**src/rtl/tmul_pkg.sv**
```systemverilog
// Shared types and limits for the tile multiply-accumulate scheduler, FMA row array and Booth table.
package tmul_pkg;

    localparam int ROWS_MAX = 16;
    localparam int KMAX     = 16;

    typedef enum logic [1:0] {
        FP16 = 2'd0,
        BF16 = 2'd1,
        INT8 = 2'd2,
        RSVD = 2'd3
    } tmul_mode_e;

    typedef enum logic [2:0] {
        IDLE  = 3'd0,
        LOAD  = 3'd1,
        ISSUE = 3'd2,
        DRAIN = 3'd3,
        DONE  = 3'd4
    } sched_state_e;

    typedef struct packed {
        logic       valid;
        logic [3:0] row;
        logic       last;
    } wb_tag_t;

endpackage

```
**src/rtl/tmul_inflight_tracker.sv**
```systemverilog
// Delay line that follows each accepted FMA issue through the datapath to its accumulator writeback.
module tmul_inflight_tracker
    import tmul_pkg::*;
#(
    parameter int PIPE_LAT = 3
) (
    input  logic    clk,
    input  logic    rst_n,
    input  wb_tag_t tag_in,
    output wb_tag_t tag_out,
    output logic    any_valid
);

    wb_tag_t [PIPE_LAT-1:0] tag_pipe;

    always_ff @(posedge clk or negedge rst_n) begin
        if (!rst_n) begin
            tag_pipe <= '0;
        end else begin
            tag_pipe[0] <= tag_in;
            for (int s = 1; s < PIPE_LAT; s++)
                tag_pipe[s] <= tag_pipe[s-1];
        end
    end

    assign tag_out = tag_pipe[PIPE_LAT-1];

    // Ignores the stage being written back this cycle, so the scheduler can finish right behind it.
    always_comb begin
        any_valid = 1'b0;
        for (int s = 0; s < PIPE_LAT - 1; s++)
            any_valid = any_valid | tag_pipe[s].valid;
    end

endmodule

```
**src/rtl/tmul_fma_row_scheduler.sv**
```systemverilog
// Sequences C[M x 16] += A[M x K] * B[K x 16] on the FMA row array, k outer / i inner, one Booth table load per B row.
module tmul_fma_row_scheduler #(
    parameter int ROWS     = tmul_pkg::ROWS_MAX,
    parameter int KMAX     = tmul_pkg::KMAX,
    parameter int PIPE_LAT = 3
) (
    input  logic       clk,
    input  logic       rst_n,
    input  logic       start,
    input  logic [1:0] mode,
    input  logic [4:0] m_cfg,
    input  logic [4:0] k_cfg,
    output logic       busy,
    output logic       done,
    output logic       cfg_err,
    output logic       lut_load,
    output logic [3:0] lut_b_row,
    output logic [1:0] lut_mode,
    output logic       iss_valid,
    input  logic       iss_ready,
    output logic [3:0] iss_a_row,
    output logic [3:0] iss_k,
    output logic       iss_first,
    output logic       wb_valid,
    output logic [3:0] wb_a_row,
    output logic       wb_last
);
    import tmul_pkg::*;

    sched_state_e state;
    logic [4:0]   m_q, k_q, i_q, kk_q;
    logic [4:0]   i_nxt, k_nxt;
    logic         cfg_ok;
    logic         pending;
    wb_tag_t      tag_in, tag_out;

    assign cfg_ok = (mode != RSVD)
                 && (m_cfg != 5'd0) && (int'(m_cfg) <= ROWS)
                 && (k_cfg != 5'd0) && (int'(k_cfg) <= KMAX);

    assign i_nxt = i_q + 5'd1;
    assign k_nxt = kk_q + 5'd1;

    always_ff @(posedge clk or negedge rst_n) begin
        if (!rst_n) begin
            state     <= IDLE;
            m_q       <= '0;
            k_q       <= '0;
            i_q       <= '0;
            kk_q      <= '0;
            busy      <= 1'b0;
            done      <= 1'b0;
            cfg_err   <= 1'b0;
            lut_load  <= 1'b0;
            lut_b_row <= '0;
            lut_mode  <= '0;
            iss_valid <= 1'b0;
            iss_a_row <= '0;
            iss_k     <= '0;
            iss_first <= 1'b0;
        end else begin
            done     <= 1'b0;
            cfg_err  <= 1'b0;
            lut_load <= 1'b0;
            case (state)
                IDLE: begin
                    if (start) begin
                        if (cfg_ok) begin
                            m_q       <= m_cfg;
                            k_q       <= k_cfg;
                            i_q       <= '0;
                            kk_q      <= '0;
                            busy      <= 1'b1;
                            lut_load  <= 1'b1;
                            lut_b_row <= '0;
                            lut_mode  <= mode;
                            state     <= LOAD;
                        end else begin
                            cfg_err <= 1'b1;
                        end
                    end
                end
                LOAD: begin
                    iss_valid <= 1'b1;
                    iss_a_row <= i_q[3:0];
                    iss_k     <= kk_q[3:0];
                    iss_first <= (kk_q == 5'd0);
                    state     <= ISSUE;
                end
                ISSUE: begin
                    // Everything holds while the datapath stalls us.
                    if (iss_ready) begin
                        if (i_q < m_q - 5'd1) begin
                            i_q       <= i_nxt;
                            iss_a_row <= i_nxt[3:0];
                        end else begin
                            iss_valid <= 1'b0;
                            iss_a_row <= '0;
                            iss_k     <= '0;
                            iss_first <= 1'b0;
                            if (kk_q < k_q - 5'd1) begin
                                i_q       <= '0;
                                kk_q      <= k_nxt;
                                lut_load  <= 1'b1;
                                lut_b_row <= k_nxt[3:0];
                                state     <= LOAD;
                            end else begin
                                state <= DRAIN;
                            end
                        end
                    end
                end
                DRAIN: begin
                    if (!pending) begin
                        busy  <= 1'b0;
                        done  <= 1'b1;
                        state <= DONE;
                    end
                end
                DONE: begin
                    state <= IDLE;
                end
                default: begin
                    state <= IDLE;
                end
            endcase
        end
    end

    always_comb begin
        tag_in       = '0;
        tag_in.valid = iss_valid & iss_ready;
        tag_in.row   = iss_a_row;
        tag_in.last  = (kk_q == k_q - 5'd1);
    end

    tmul_inflight_tracker #(
        .PIPE_LAT (PIPE_LAT)
    ) u_tracker (
        .clk       (clk),
        .rst_n     (rst_n),
        .tag_in    (tag_in),
        .tag_out   (tag_out),
        .any_valid (pending)
    );

    assign wb_valid = tag_out.valid;
    assign wb_a_row = tag_out.row;
    assign wb_last  = tag_out.last;

endmodule

```
**config.mk**
```make
export PLATFORM = sky130hd
export DESIGN_NAME = tmul_fma_row_scheduler
export DESIGN_NICKNAME = d
export VERILOG_FILES = /design/src/rtl/tmul_pkg.sv /design/src/rtl/tmul_inflight_tracker.sv /design/src/rtl/tmul_fma_row_scheduler.sv
export SDC_FILE = /design/constraint.sdc
export NUM_CORES = 1
export LEC_CHECK = 0
export CORE_AREA = 2 2 92 94
export DETAILED_ROUTE_END_ITERATION = 10
export DIE_AREA = 0 0 94 96
export GPL_ROUTABILITY_DRIVEN = 0
export GPL_TIMING_DRIVEN = 0
export PLACE_DENSITY = 0.57
export SLEW_MARGIN = 20
export SYNTH_ARGS = -nofsm -noshare
export SYNTH_HDL_FRONTEND = slang
export SYNTH_SLANG_ARGS = --single-unit
export TNS_END_PERCENT = 5
```
**constraint.sdc**
```tcl
create_clock -name clk -period 6.45 [get_ports clk]
set_clock_uncertainty 0.15 [all_clocks]
set_input_delay 1.29 -clock clk [delete_from_list [all_inputs] [get_ports clk]]
set_output_delay 1.29 -clock clk [all_outputs]
set_load 0.01 [all_outputs]
```
==> reports/qor.txt, run 1 <==
Layout area overhead = 27.89%
Startpoint Class = input port
row count = 33
Max Root-Sink Buffers = 2
placed cell count = 377
sequential-to-total area share from yosys stat = 0.5203
EDFF count, synth = 0
setup ws final = 3339 ps
slowest cell on the critical path = clkdlybuf4s50_1
Resized cells post-CTS = 0
first-pass detailed-route iteration total = 4
Crit Path Max Fanout = 9
vias in the first global route = 1896
final wirelength = 5253 µm
fin area = 3506 µm²
clk_lat worst skew = 340 ps
drt wl/cell = 13.37 µm
Ys Warns = 0
final cycle utilization of the critical path = 0.4824
most frequent cells in the layout = dfrtp_1, clkdlybuf4s50_1, nand2_1, inv_1, ha_1
Initial Util = 0.3405
Async SR Flop Fraction = 1.000
fin crit period = 3111 ps
Core Area = 8051 µm²
Ports = 42
Clock Sinks = 57
Pwr per Cell Area = 500.0 nW/µm²
crit-path max cell delay = 430 ps
FMAX = 321.4 MHz
Final Util = 0.4354
slew of the pin with the lowest slew margin = 708.3 ps
Distinct cells, synth = 54
PnR Total Power = 1.753 mW
layout cells sized above 1 = 0.1701
Clock Pin Slew Worst Setup and Hold Paths = 70 ps
total CTS buffers = 9
largest net degree at the start of global routing = 58
CTS tree = yes
H-Tree Depth = 3
syn nets = 261
Fin Hold WS = 196.7 ps
CP top delay family = simple AND/OR/NAND/NOR gates
global-route wire length before repair = 9039 µm
WS Path Type = input port to flip-flop
routed vias/inst = 4.865
Port Buffer Count = 41
Die Width = 94 µm
Final Max Tran Viols = 0
unrepaired setup endpoints after global routing = false
Slew headroom = 0.5278
setup_tns = 0 ps
Setup WS pre-CTS = 2932 ps
Die Y = 96 µm
initial antenna violation count = 0
syn_area_per_cell = 11.87 µm²
Placement Cell Area = 3281 µm²
CP arrival = 3190 ps
Setup Viol. Count Final = 0
Critical Path RT = 6530 ps
peak supply drop = 0.1852 mV
leak pwr = 1.574 nW
worst path bufs/invs = 1
gr usage total = 0.1328
nets = 313
Die ar. = 9024 µm²
drt drc = 0
Hold Vio Cnt, Final = 0
crit-path cells = clkdlybuf4s50_1, nor4_2, xnor2_2, nand4_4, o21a_2, a221o_1
CTS root buf = clkbuf_8
synthesized flop and latch total = 57
cts hold-fix bufs = 0
post-synthesis cell count = 231
gr ovfl total = 0
cell area after synthesis = 2741 µm²
Hold Crit Class = flip-flop to flip-flop
Max-Cap Viols = 0
initial drt markers = 124
Setup crit end kind = flip-flop
fin cells = 393
status = completed
Vias = 1912
Main synth FF type = dfrtp_1
Antenna diodes = 0
most common cell after layout, fill and taps aside = dfrtp_1
Post-DRT Antenna Nets = 0
Setup Fix Bufs, Post-CTS = 0
DP Wirelength = 3777 µm
[per-layer routing]
metal	vias up	wire [µm]	part of all wire	track usage
met5	-	0	0	0
met4	0	49	0.0093	0.05072
met3	7	240	0.046	0.04933
met2	51	2371	0.45	0.1988
met1	920	2592	0.49	0.1758
li1	934	-	-	-
[kinds of logic after synthesis]
group | Yosys count | share of synthesized area
AO/OA/AOI/OAI | 48 | 0.1406
adder cells (fa/ha/maj) | 14 | 0.06390
flip-flops | 57 | 0.5203
buffers and inverters | 28 | 0.05751
multiplexers | 14 | 0.05705
AND/OR/NAND/NOR | 62 | 0.1296
XOR/XNOR | 8 | 0.03104
[final timing paths]
kind                                       start                     to  slack, ps  cells past startpoint
max                                     m_cfg[1]                 i_q[2]       3340                      6
min                        u_tracker.tag_pipe[0]  u_tracker.tag_pipe[6]        200                      0
max reg2reg                               m_q[0]                 i_q[2]       3770                      9
min reg2reg                u_tracker.tag_pipe[0]  u_tracker.tag_pipe[6]        200                      0
max in group asynchronous                  rst_n                 m_q[0]       4830                      1
min in group asynchronous                  rst_n               iss_k[1]        850                      1
[registers in the layout, indices dropped and copies added (netlist names), 2 cells and up]
signal / cells
u_tracker.tag_out: 6
iss_a_row: 4
m_q: 5
k_q: 5
iss_k: 4
lut_mode: 2
state: 3
kk_q: 2
i_q: 5
lut_b_row: 3
u_tracker.tag_pipe: 12
[cell usage after synthesis, drive strengths merged, types with 3 or more instances]
master | number | area [µm²]
a211o | 4 | 35.03
a21o | 4 | 30.03
a21oi | 5 | 28.78
a22o | 5 | 43.79
a41oi | 3 | 26.28
and2 | 5 | 37.54
buf | 13 | 101.4
dfrtp | 57 | 1426
ha | 14 | 175.2
inv | 15 | 56.30
mux2 | 13 | 146.4
nand2 | 15 | 56.30
nand3 | 7 | 35.03
nor2 | 12 | 47.55
nor3 | 8 | 51.30
nor3b | 3 | 22.52
nor4 | 4 | 37.53
o21ai | 8 | 40.03
o22ai | 3 | 25.02
xnor2 | 8 | 85.08
[power by group]
group          total (mW)  internal [mW]  switching [mW]  leakage (nW)
combinational       0.782          0.394           0.388         0.736
clock               0.377          0.220           0.157         0.106
sequential          0.594          0.494           0.100         0.732
[cell type report]
type	count	area (µm²)
inverter	15	56.30
clock buffer	9	123.9
sequential	57	1426
buffer	13	101.3
timing repair buffer	41	407.9
multi-input combinational	146	1157
tap	105	131.4
clock inverter	7	101.3
fill	779	4546
Power figures use the tool's default switching activity.
==> inputs of run 2 (changes only) <==
Clock period 6.45 ns to 2.9 ns, I/O delays scaled along.
==> reports/qor.txt, run 2 (synthesis results as in run 1) <==
status = completed
Startpoint Class = flip-flop
Port Buffer Count = 41 (unchanged)
most common cell after layout, fill and taps aside = dfrtp_1
Setup WS pre-CTS = 91.79 ps (-2840 ps)
Post-DRT Antenna Nets = 0 (unchanged)
Die Y = 96 µm (unchanged)
Fin Hold WS = 140.3 ps (-56.38 ps)
Slew headroom = 0.5275 (about the same)
Max-Cap Viols = 0 (unchanged)
most flop-heavy register = u_tracker.tag_pipe
Critical Path RT = 2980 ps (-3550 ps)
setup_tns = 0 ps (unchanged)
gr usage total = 0.1328 (unchanged)
global-route wire length before repair = 9039 µm (unchanged)
Pwr per Cell Area = 1115 nW/µm² (+120%)
gr ovfl total = 0 (unchanged)
fillcell total = 779 (unchanged)
Clock Sinks = 57 (unchanged)
Hold Vio Cnt, Final = 0 (unchanged)
DP Wirelength = 3777 µm (unchanged)
clk_lat worst skew = 340 ps (about the same)
total CTS buffers = 9 (unchanged)
Final Max Tran Viols = 0 (unchanged)
Antenna diodes = 0 (unchanged)
FMAX = 381.8 MHz
fin cells = 393 (unchanged)
Die ar. = 9024 µm² (unchanged)
Crit Path Max Fanout = 10 (+1)
drt drc = 0 (unchanged)
Setup Fix Bufs, Post-CTS = 0 (unchanged)
most frequent cells in the layout = dfrtp_1, clkdlybuf4s50_1, nand2_1, inv_1, ha_1
Resized cells post-CTS = 0 (unchanged)
cts hold-fix bufs = 0 (unchanged)
peak supply drop = 0.4165 mV (+120%)
initial drt markers = 119 (-4.0%)
CTS tree = yes
Core Area = 8051 µm² (unchanged)
slew of the pin with the lowest slew margin = 708.7 ps (+0.4546 ps)
flop2flop setup slack = 280 ps (-3490 ps)
Placement Cell Area = 3281 µm² (unchanged)
WS Path Type = flip-flop to flip-flop
Ports = 42 (unchanged)
drt wl/cell = 13.38 µm (about the same)
Max Root-Sink Buffers = 2 (unchanged)
CP arrival = 2700 ps (-490 ps)
Vias = 1907 (-0.26%)
initial antenna violation count = 0 (unchanged)
Setup Viol. Count Final = 0 (unchanged)
unrepaired setup endpoints after global routing = false
H-Tree Depth = 3 (unchanged)
placed cell count = 377 (unchanged)
Setup crit end kind = flip-flop
Final Util = 0.4359 (+0.0004660)
multi-input logic area = 1161 µm² (+0.32%)
Initial Util = 0.3405 (unchanged)
FF/Latch Area = 1426 µm² (unchanged)
first-pass detailed-route iteration total = 4 (unchanged)
row count = 33 (unchanged)
final wirelength = 5258 µm (about the same)
largest net degree at the start of global routing = 58 (unchanged)
fin crit period = 2620 ps
Layout area overhead = 28.02%
nets = 313 (unchanged)
leak pwr = 1.575 nW (about the same)
Hold Crit Class = input port to asynchronous set/reset pin
Clock Pin Slew Worst Setup and Hold Paths = 70 ps (about the same)
final cycle utilization of the critical path = 0.9033
vias in the first global route = 1896 (unchanged)
max reg flops = 12 (unchanged)
fin area = 3510 µm² (+0.11%)
setup ws final = 280.5 ps (-3058 ps)
layout cells sized above 1 = 0.1736 (+0.003472)
PnR Total Power = 3.912 mW (+120%)
routed vias/inst = 4.852 (-0.26%)
Die Width = 94 µm (unchanged)
CTS root buf = clkbuf_8
[run 2: cell types whose count changed in the layout (fill, tap and decap cells not counted)]
cell and change:
a21oi_1 -1, a21oi_2 +1
[run 2: area by class of cell]
| cell class | instances | area share |
|---|---|---|
| multi-input combinational | 146 | 0.3308 |
| clock buffer | 9 | 0.03529 |
| tap | 105 | 0.03743 |
| clock inverter | 7 | 0.02888 |
| timing repair buffer | 41 | 0.1162 |
| sequential | 57 | 0.4064 |
| buffer | 13 | 0.02888 |
| inverter | 15 | 0.01604 |
[run 2: power by group]
part	internal (mW)	total (mW)	switching, mW
registers	1.10	1.32	0.223
logic	0.880	1.75	0.872
clock network	0.490	0.839	0.349
total	2.47	3.91	1.44
[run 2: path summary, 6_finish.rpt]
path | end | cells past startpoint | startpoint
setup / recovery | kk_q[4] | 10 | k_q[0]
hold / removal | iss_k[1] | 1 | rst_n
setup reg to reg | kk_q[4] | 10 | k_q[0]
hold reg to reg | u_tracker.tag_pipe[6] | 0 | u_tracker.tag_pipe[0]
max in group asynchronous | m_q[0] | 1 | rst_n
min in group clk | u_tracker.tag_pipe[6] | 0 | u_tracker.tag_pipe[0]
[run 2: routing by layer]
metal,vias up,track usage,share of wire
met5,-,0,0
met4,0,0.05072,0.0093
met3,7,0.04933,0.046
met2,51,0.1988,0.45
met1,916,0.1758,0.50
li1,933,-,-
[run 2: worst max-delay path, stage by stage (launching register included)]
cell	delay, ps
dfrtp_1	390
inv_1	80
ha_1	170
nor3b_1	230
xnor2_1	150
ha_1	260
nand4_1	120
o221a_2	300
o211ai_4	150
and2_4	210
a211o_1	280
==> inputs of run 3 (changes only) <==
Settings changed: ABC_AREA from default to 0, CTS_CLUSTER_DIAMETER from default to 80.
==> results of run 3 <==
Final layout, timing and power as in run 2 (identical DEF).
